==> src/rtl/div_pkg.sv <==
// Shared types and constants for the sequential RV32M divider.
package div_pkg;

  typedef enum logic [1:0] {
    DIV  = 2'b00,
    DIVU = 2'b01,
    REM  = 2'b10,
    REMU = 2'b11
  } div_op_e;

  typedef enum logic [1:0] {
    IDLE = 2'd0,
    CALC = 2'd1,
    FIX  = 2'd2,
    DONE = 2'd3
  } div_state_e;

  localparam logic [31:0] DIV0_QUO = 32'hFFFF_FFFF;
  localparam logic [31:0] INT_MIN  = 32'h8000_0000;

  function automatic logic [31:0] neg32(input logic [31:0] x);
    return ~x + 32'd1;
  endfunction

  function automatic logic op_signed(input logic [1:0] o);
    return (o == DIV) || (o == REM);
  endfunction

  function automatic logic op_rem(input logic [1:0] o);
    return (o == REM) || (o == REMU);
  endfunction

endpackage

==> src/rtl/adder32.sv <==
// 32-bit adder built from eight 4-bit carry-lookahead groups rippling between groups.
module adder32 (
  input  logic [31:0] a,
  input  logic [31:0] b,
  input  logic        c_in,
  output logic [31:0] sum,
  output logic        c_out
);

  for (genvar gi = 0; gi < 8; gi++) begin : g_grp
    logic [3:0] g;
    logic [3:0] p;
    logic [3:0] c;
    logic       ci;
    logic       co;

    if (gi == 0) begin : g_first
      assign ci = c_in;
    end else begin : g_rest
      assign ci = g_grp[gi-1].co;
    end

    assign g = a[4*gi +: 4] & b[4*gi +: 4];
    assign p = a[4*gi +: 4] ^ b[4*gi +: 4];

    // every carry is expanded directly from ci so no bit depends on a sibling bit
    assign c[0] = ci;
    assign c[1] = g[0] | (p[0] & ci);
    assign c[2] = g[1] | (p[1] & g[0]) | (p[1] & p[0] & ci);
    assign c[3] = g[2] | (p[2] & g[1]) | (p[2] & p[1] & g[0])
                | (p[2] & p[1] & p[0] & ci);
    assign co   = g[3] | (p[3] & g[2]) | (p[3] & p[2] & g[1])
                | (p[3] & p[2] & p[1] & g[0]) | (p[3] & p[2] & p[1] & p[0] & ci);

    assign sum[4*gi +: 4] = p ^ c;
  end

  assign c_out = g_grp[7].co;

endmodule

==> src/rtl/div32_seq.sv <==
// Radix-2 restoring divider for DIV/DIVU/REM/REMU: 32 iterations plus a sign-fix
// cycle, with a one-cycle fast path for divide-by-zero and signed overflow.
module div32_seq
  import div_pkg::*;
#(
  parameter int XLEN  = 32,
  parameter int CNT_W = 5
) (
  input  logic            clk,
  input  logic            rst_n,
  input  logic            start,
  input  logic [1:0]      op,
  input  logic [XLEN-1:0] dividend,
  input  logic [XLEN-1:0] divisor,
  output logic            busy,
  output logic            valid,
  output logic [XLEN-1:0] result
);

  localparam logic [1:0]       S_IDLE   = IDLE;
  localparam logic [1:0]       S_CALC   = CALC;
  localparam logic [1:0]       S_FIX    = FIX;
  localparam logic [1:0]       S_DONE   = DONE;
  localparam logic [CNT_W-1:0] CNT_LAST = CNT_W'(XLEN - 1);
  localparam logic [CNT_W-1:0] CNT_ONE  = CNT_W'(1);

  logic [1:0]       state_reg,  state_next;
  logic [1:0]       op_reg,     op_next;
  logic             sign_a_reg, sign_a_next;
  logic             sign_b_reg, sign_b_next;
  logic [XLEN-1:0]  rem_reg,    rem_next;
  logic [XLEN-1:0]  quo_reg,    quo_next;
  logic [XLEN-1:0]  dsr_reg,    dsr_next;
  logic [XLEN-1:0]  result_reg, result_next;
  logic [CNT_W-1:0] cnt_reg,    cnt_next;

  logic            in_signed;
  logic            in_rem;
  logic            neg_a;
  logic            neg_b;
  logic            div_zero;
  logic            sgn_ovf;
  logic [XLEN-1:0] abs_a;
  logic [XLEN-1:0] abs_b;
  logic [XLEN-1:0] fast_val;

  assign in_signed = op_signed(op);
  assign in_rem    = op_rem(op);
  assign neg_a     = in_signed & dividend[XLEN-1];
  assign neg_b     = in_signed & divisor[XLEN-1];
  assign abs_a     = neg_a ? neg32(dividend) : dividend;
  assign abs_b     = neg_b ? neg32(divisor)  : divisor;
  assign div_zero  = (divisor == '0);
  assign sgn_ovf   = in_signed & (dividend == INT_MIN) & (divisor == '1);

  always_comb begin
    fast_val = '0;
    if (div_zero) begin
      fast_val = in_rem ? dividend : DIV0_QUO;
    end else if (!in_rem) begin
      fast_val = INT_MIN;
    end
  end

  logic [XLEN-1:0] rem_shift;
  logic [XLEN-1:0] dsr_inv;
  logic [XLEN-1:0] trial;
  logic            carry;
  logic            ovf_bit;
  logic            take;
  logic [XLEN-1:0] rem_iter;
  logic [XLEN-1:0] quo_iter;

  assign rem_shift = {rem_reg[XLEN-2:0], quo_reg[XLEN-1]};
  assign ovf_bit   = rem_reg[XLEN-1];
  assign dsr_inv   = ~dsr_reg;

  adder32 u_sub (
    .a     (rem_shift),
    .b     (dsr_inv),
    .c_in  (1'b1),
    .sum   (trial),
    .c_out (carry)
  );

  // a bit shifted out of the top means the partial remainder already exceeds any divisor
  assign take     = ovf_bit | carry;
  assign rem_iter = take ? trial : rem_shift;
  assign quo_iter = {quo_reg[XLEN-2:0], take};

  logic [XLEN-1:0] quo_fix;
  logic [XLEN-1:0] rem_fix;
  logic [XLEN-1:0] fix_val;

  assign quo_fix = (sign_a_reg ^ sign_b_reg) ? neg32(quo_reg) : quo_reg;
  assign rem_fix = sign_a_reg ? neg32(rem_reg) : rem_reg;
  assign fix_val = op_rem(op_reg) ? rem_fix : quo_fix;

  always_comb begin
    state_next  = state_reg;
    op_next     = op_reg;
    sign_a_next = sign_a_reg;
    sign_b_next = sign_b_reg;
    rem_next    = rem_reg;
    quo_next    = quo_reg;
    dsr_next    = dsr_reg;
    result_next = result_reg;
    cnt_next    = cnt_reg;

    case (state_reg)
      S_IDLE, S_DONE: begin
        state_next = S_IDLE;
        if (start) begin
          op_next     = op;
          sign_a_next = neg_a;
          sign_b_next = neg_b;
          rem_next    = '0;
          quo_next    = abs_a;
          dsr_next    = abs_b;
          cnt_next    = '0;
          if (div_zero || sgn_ovf) begin
            result_next = fast_val;
            state_next  = S_DONE;
          end else begin
            state_next  = S_CALC;
          end
        end
      end
      S_CALC: begin
        rem_next = rem_iter;
        quo_next = quo_iter;
        cnt_next = cnt_reg + CNT_ONE;
        if (cnt_reg == CNT_LAST) begin
          state_next = S_FIX;
        end
      end
      S_FIX: begin
        result_next = fix_val;
        state_next  = S_DONE;
      end
      default: begin
        state_next = S_IDLE;
      end
    endcase
  end

  always_ff @(posedge clk or negedge rst_n) begin
    if (!rst_n) begin
      state_reg  <= S_IDLE;
      op_reg     <= '0;
      sign_a_reg <= 1'b0;
      sign_b_reg <= 1'b0;
      rem_reg    <= '0;
      quo_reg    <= '0;
      dsr_reg    <= '0;
      result_reg <= '0;
      cnt_reg    <= '0;
    end else begin
      state_reg  <= state_next;
      op_reg     <= op_next;
      sign_a_reg <= sign_a_next;
      sign_b_reg <= sign_b_next;
      rem_reg    <= rem_next;
      quo_reg    <= quo_next;
      dsr_reg    <= dsr_next;
      result_reg <= result_next;
      cnt_reg    <= cnt_next;
    end
  end

  assign busy   = (state_reg == S_CALC) || (state_reg == S_FIX);
  assign valid  = (state_reg == S_DONE);
  assign result = result_reg;

endmodule
==> config.mk <==
export PLATFORM = sky130hd
export DESIGN_NAME = div32_seq
export DESIGN_NICKNAME = d
export VERILOG_FILES = /design/src/rtl/div_pkg.sv /design/src/rtl/adder32.sv /design/src/rtl/div32_seq.sv
export SDC_FILE = /design/constraint.sdc
export NUM_CORES = 1
export LEC_CHECK = 0
export CORE_MARGIN = 5
export CORE_UTILIZATION = 50
export CTS_CLUSTER_SIZE = 25
export DETAILED_ROUTE_END_ITERATION = 10
export PLACE_DENSITY = 0.71
export SLEW_MARGIN = 20
export SYNTH_ARGS = -nofsm -noshare
export SYNTH_HDL_FRONTEND = slang
export SYNTH_SLANG_ARGS = --single-unit
==> constraint.sdc <==
create_clock -name clk -period 8.9 [get_ports clk]
set_input_delay 2.67 -clock clk [delete_from_list [all_inputs] [get_ports clk]]
set_output_delay 2.67 -clock clk [all_outputs]
set_load 0.05 [all_outputs]
After elaboration in Yosys (flattened, before gate mapping)

Index checks and enable logic that the tools add are counted.

Equal/unequal tests: 13
Add/subtract/negate cells: 5
Bitwise operators: 239
Mux-type cells: 22
Reduce and logical (&&, ||, !) cells: 14

Operator list:

| operator              | count |
|---|---|
| $mux 32               | 13 |
| $pmux 32 s2           | 3 |
| $not 32->32           | 5 |
| $add 32x1->32 const B | 4 |
| $and 1x1->1           | 128 |
| $or 1x1->1            | 81 |
| $eq 32x32->1 const B  | 2 |
| $xor 4x4->4           | 16 |
| $and 4x4->4           | 8 |
| $logic_not 32->1      | 1 |
| $eq 2x2->1 const B    | 6 |
| $pmux 5 s2            | 1 |
| $mux 2                | 3 |
| $ne 2x2->1 const B    | 3 |
| $pmux 2 s3            | 1 |
| $add 5x1->5 const B   | 1 |
| $eq 5x5->1 const B    | 1 |
| $logic_or 1x1->1      | 5 |
| $mux 5                | 1 |
| $logic_not 2->1       | 2 |
| $reduce_and 2->1      | 2 |
| $reduce_bool 2->1     | 2 |
| $reduce_and 3->1      | 1 |
| $eq 2x1->1 const B    | 1 |
| 2 further kinds       | 2 |

Input bits: 69
Output and inout port bits: 34
Register bits: 139

Logic depth before layout (Yosys ltp)

Word-level depth: 24
Mapped depth: 14
Gate-level depth less buffers: 14

By module

From an unflattened synthesis, not the netlist that was laid out.

Cell total of the unflattened synthesis: 1275
Area, all modules: 10797.9 µm²

Modules (own cells, without submodules):

| module    | area each (µm²) | times used | cells each |
|---|---|---|---|
| div32_seq | 9466.6          | 1          | 1114 |
| adder32   | 1331.3          | 1          | 161 |

Least setup slack after synthesis

No wires, ideal clock.

Path kind: input-to-reg
Start: in dividend[22]
End: reg result_reg[22], in the netlist result[22]
Library setup time: 0.092 ns
Arrival time: 5.362 ns
Required time: 8.808 ns
Stages: 10
Path slack: 3.446 ns
Cell sequence: or4_4 -> or4_4 -> or3_4 -> or3_4 -> o41ai_2 -> nand2_1 -> o21a_1 -> buf_6 -> buf_6 -> o31ai_2

Word-level cells in the longest chain between the ends: 6

RTL lines:

| element                           | RTL line         | source |
|---|---|---|
| start, declared                   | div32_seq.sv:13  | `input logic [XLEN-1:0] dividend,` |
| $eq 32x32->1                      | div32_seq.sv:54  | `assign sgn_ovf = in_signed & (dividend == INT_MIN) & (divisor == '1);` |
| $and 1x1->1 (2 in series)         | div32_seq.sv:54  |  |
| $logic_or 1x1->1                  | div32_seq.sv:121 | `if (div_zero \|\| sgn_ovf) begin` |
| $ne 2x2->1 (no source line)       | -                |  |
| $reduce_and 3->1 (no source line) | -                |  |
| end signal, assigned              | div32_seq.sv:166 | `result_reg <= result_next;` |
| end, declared                     | div32_seq.sv:34  | `logic [XLEN-1:0] result_reg, result_next;` |

Several ways; a longest one is shown, not always the timed one. The select of a mux whose other input is x is not followed.
A chain may end at the register's enable or synchronous reset.

Worst setup path in the final report

Start: in dividend[20]
End: reg result_reg[25], in the netlist result[25]

Word-level cells in the longest chain between the ends: 6

RTL lines:

| element                           | RTL line |
|---|---|
| $eq 32x32->1                      | div32_seq.sv:54 |
| $and 1x1->1 (2 in series)         | div32_seq.sv:54 |
| $logic_or 1x1->1                  | div32_seq.sv:121 |
| $ne 2x2->1 (no source line)       | - |
| $reduce_and 3->1 (no source line) | - |

Every way passes these cells.

==> metrics <==
outcome finished, final reports clean; slowest CP cell or4_4; Clock Skew ~0.0096 ns; Sum Neg Setup Slack 0 ns; share of layout cells above drive strength 1 0.0561; H-tree Lvls 4; FILL cells 1864; vias in the first global route approximately 9100; area occupied by multi-input gates about 0.0065 mm2; synth unique cells between 60 and 70; Crit path arrival time 6.34 ns; GRT Util Overall 0.250; hold endpoint result[8]$_DFFE_PN0P_; Min-Delay Startpoint result[8]$_DFFE_PN0P_; area of the mapped netlist about 0.011 mm2; Post-Syn Nets 1396; sequential area share after synthesis 0.329; fin. max-slew vios 0; Seq pwr share 0.252; critical path's top delay family simple AND/OR/NAND/NOR gates; Core Util, Final 0.592; Post-DRT Antenna Nets 0; r2r setup slk 4.93 ns; dpl hpwl 22.3 mm; drt drc 0; CTS tree done; combinational share of power 0.579; Die ar. 0.0240 mm2; average wire per standard cell 18.2 um; CTS root buf clkbuf_16; # nets final 1462; MaxCap Viol Count 0; CP required approximately 9.2 ns; r2r startpoint quo_reg[31]$_DFFE_PN0P_; Port Buf Inserts 102; crit path capture type flop; CTS Hold Bufs 0; register area about 0.0035 mm2; initial antenna violation count 0; Avg Inst Size Synth 8.23 um2; post_cts resized 0; Sw Share 0.485; worst slew margin relative to its limit 0.328; number of flops mapped to enable cells by yosys 0; Routability Congestion 0.878; cell leakage power approximately 5.3 nW; Initial Util 0.503; critical path class in -> reg; Clock power frac 0.169; largest net degree at the start of global routing 89; Post-Route WL 29.6 mm; commonest register cell after synthesis dfrtp_1; fin crit period 6.01 ns; Die W around 150 um; non-filler cells, final 1630; CTS buffer count 17; setup bufs post-CTS 0; CTS sink cnt 138; startpoint types primary input; drt first pass iters 5; Worst R2R End rem_reg[10]$_DFFE_PN0P_; Hold Path Class reg -> reg; reg2reg path depth 13; Vias per Instance around 6; ant diodes 0; RSZ-0062 raised after global routing false; vias 9586; internal power 2.38 mW; worst path buffer plus inverter count 2; register bit total from synthesis 138; Clock Path Buffers 2; final critical-path share of the clock period 0.676; Final Hold Fails 0; hold path depth 2; # placed instances 1599; worst skew pair latency 0.43 ns; I/O pin total 103; CP Cell Sequence clkdlybuf4s50_1, or4_4, or4_4, or3_4, or3_4, o41ai_2, nand2_1, o21a_2, buf_4, o41ai_2; worst vdd ir around 0.2 mV; Critical Path Fanout Max 64; fmax 166 MHz; first-pass GRT wire length between 40 and 50 mm; CP max stage delay 0.58 ns; Sw Pwr 2.23 mW; Worst-Margin Slew 1.01 ns; P&R area growth vs syn 17.6%; Core ar. 0.0209 mm2; CTS clk-pin slew, worst paths 0.06 ns; final setup vio count 0; # rows 53; yosys warns 0; asr flop ratio synth 1.00; die height 155 um; initial drt markers between 900 and 1000; Mapped Cells about 1300; GR Overflow Total 0; Power Density 373 mW/mm2
power groups by stage:
stage               clock, mW  sequential (mW)  combinational, mW
finish                  0.778             1.16               2.67
global route            0.813             1.20               2.96
CTS                     0.786             1.15               2.66
detailed placement          0             1.16               2.64
global placement            0             1.16               2.60
floorplan                   0             1.23               1.86
worst reg2reg max path: cells and delay by family (launching register included):
kind            cells  cell delay, ns
flops               1            0.49
buf+inv             3            0.68
fa+ha+maj           1            0.32
mux                 1            0.42
simple gates        2            0.27
compound gates      6            1.70
stage by stage:
stage	worst slack (ns)	hold slack, ns	cell area, um2	power (mW)
6_report	2.89	0.477	12400	4.61
5_1_grt	2.54	0.503	12400	4.97
4_1_cts	2.93	0.483	12400	4.60
3_5_place_dp	2.49	0.470	11700	3.80
3_3_place_gp	2.59	0.463	11700	3.76
2_1_floorplan	3.45	0.450	10500	3.09
layout make-up:
cell class | instances | share of cell area
Clock inverter | 12 | 0.0160
Timing Repair Buffer | 117 | 0.0918
Sequential cell | 138 | 0.279
Multi-Input combinational cell | 998 | 0.528
Inverter | 71 | 0.0216
Tap cell | 275 | 0.0278
Clock buffer | 19 | 0.0358
cell usage after synthesis (all sizes together), types with 22 or more instances:
cell | n | area share
dfrtp | 138 | 0.33
nand2 | 151 | 0.054
o21ai | 155 | 0.074
ha | 43 | 0.051
o31ai | 41 | 0.033
a21oi | 82 | 0.039
mux2i | 28 | 0.027
nand2b | 22 | 0.013
nand3 | 22 | 0.010
clkbuf | 57 | 0.020
nor3 | 26 | 0.012
or3 | 26 | 0.016
xor2 | 63 | 0.053
xnor2 | 76 | 0.063
inv | 71 | 0.025
nor2 | 80 | 0.029
logic make-up after synthesis:
| logic type | Yosys count | synth area share |
|---|---|---|
| mux | 30 | 0.0288 |
| compound gates | 387 | 0.230 |
| xor+xnor | 139 | 0.116 |
| buf+inv | 141 | 0.0533 |
| simple gates | 392 | 0.179 |
| flops | 138 | 0.329 |
| fa+ha+maj | 50 | 0.0645 |
how the worst max path moves through the flow:
stage	startpoint	slack, ns	cells after the start	to
final	dividend[20]	2.89	10	result[25]$_DFFE_PN0P_
after global routing	dividend[4]	2.54	10	result[25]$_DFFE_PN0P_
after CTS	dividend[20]	2.93	10	result[25]$_DFFE_PN0P_
after detailed placement	dividend[20]	2.49	10	result[25]$_DFFE_PN0P_
after floorplan	dividend[22]	3.45	10	result[22]$_DFFE_PN0P_
after global placement	dividend[20]	2.59	10	result[25]$_DFFE_PN0P_
routing by layer:
metal	track usage	wire [um]	part of all wire
met1	0.356	13700	0.46
met2	0.389	13000	0.44
met3	0.0434	2090	0.071
met4	0.0807	754	0.025
met5	0	0	0
cell usage in the layout (no fill, tap or decap), types with 3 or more instances in the layout:
master / Yosys / routed
nor2b_1: 13 / 13
clkinv_2: 0 / 3
nand2b_1: 22 / 22
nor2_1: 80 / 80
nor4_1: 9 / 9
fa_1: 7 / 7
nand2_1: 151 / 150
a31oi_1: 6 / 6
nand4_1: 9 / 9
o221ai_1: 7 / 7
nand3b_1: 4 / 4
and2_1: 3 / 3
clkdlybuf4s50_1: 0 / 101
xnor2_1: 76 / 76
a211oi_2: 5 / 5
nand3_1: 22 / 22
buf_4: 0 / 15
a22o_1: 3 / 3
a211oi_1: 9 / 9
o22ai_1: 18 / 18
or4_1: 12 / 12
clkbuf_16: 0 / 17
xor2_1: 63 / 63
inv_1: 70 / 70
a21oi_1: 82 / 82
mux2i_1: 28 / 28
bufinv_16: 0 / 5
or3_1: 24 / 24
nor3_1: 26 / 25
dfrtp_1: 138 / 137
a21o_1: 9 / 9
o31ai_2: 7 / 7
ha_1: 43 / 43
o21ai_0: 155 / 155
o31ai_1: 34 / 34
nand4b_1: 6 / 6
o41ai_1: 10 / 10
a22oi_1: 15 / 15
Note: power is estimated with default switching activity, not from simulation.
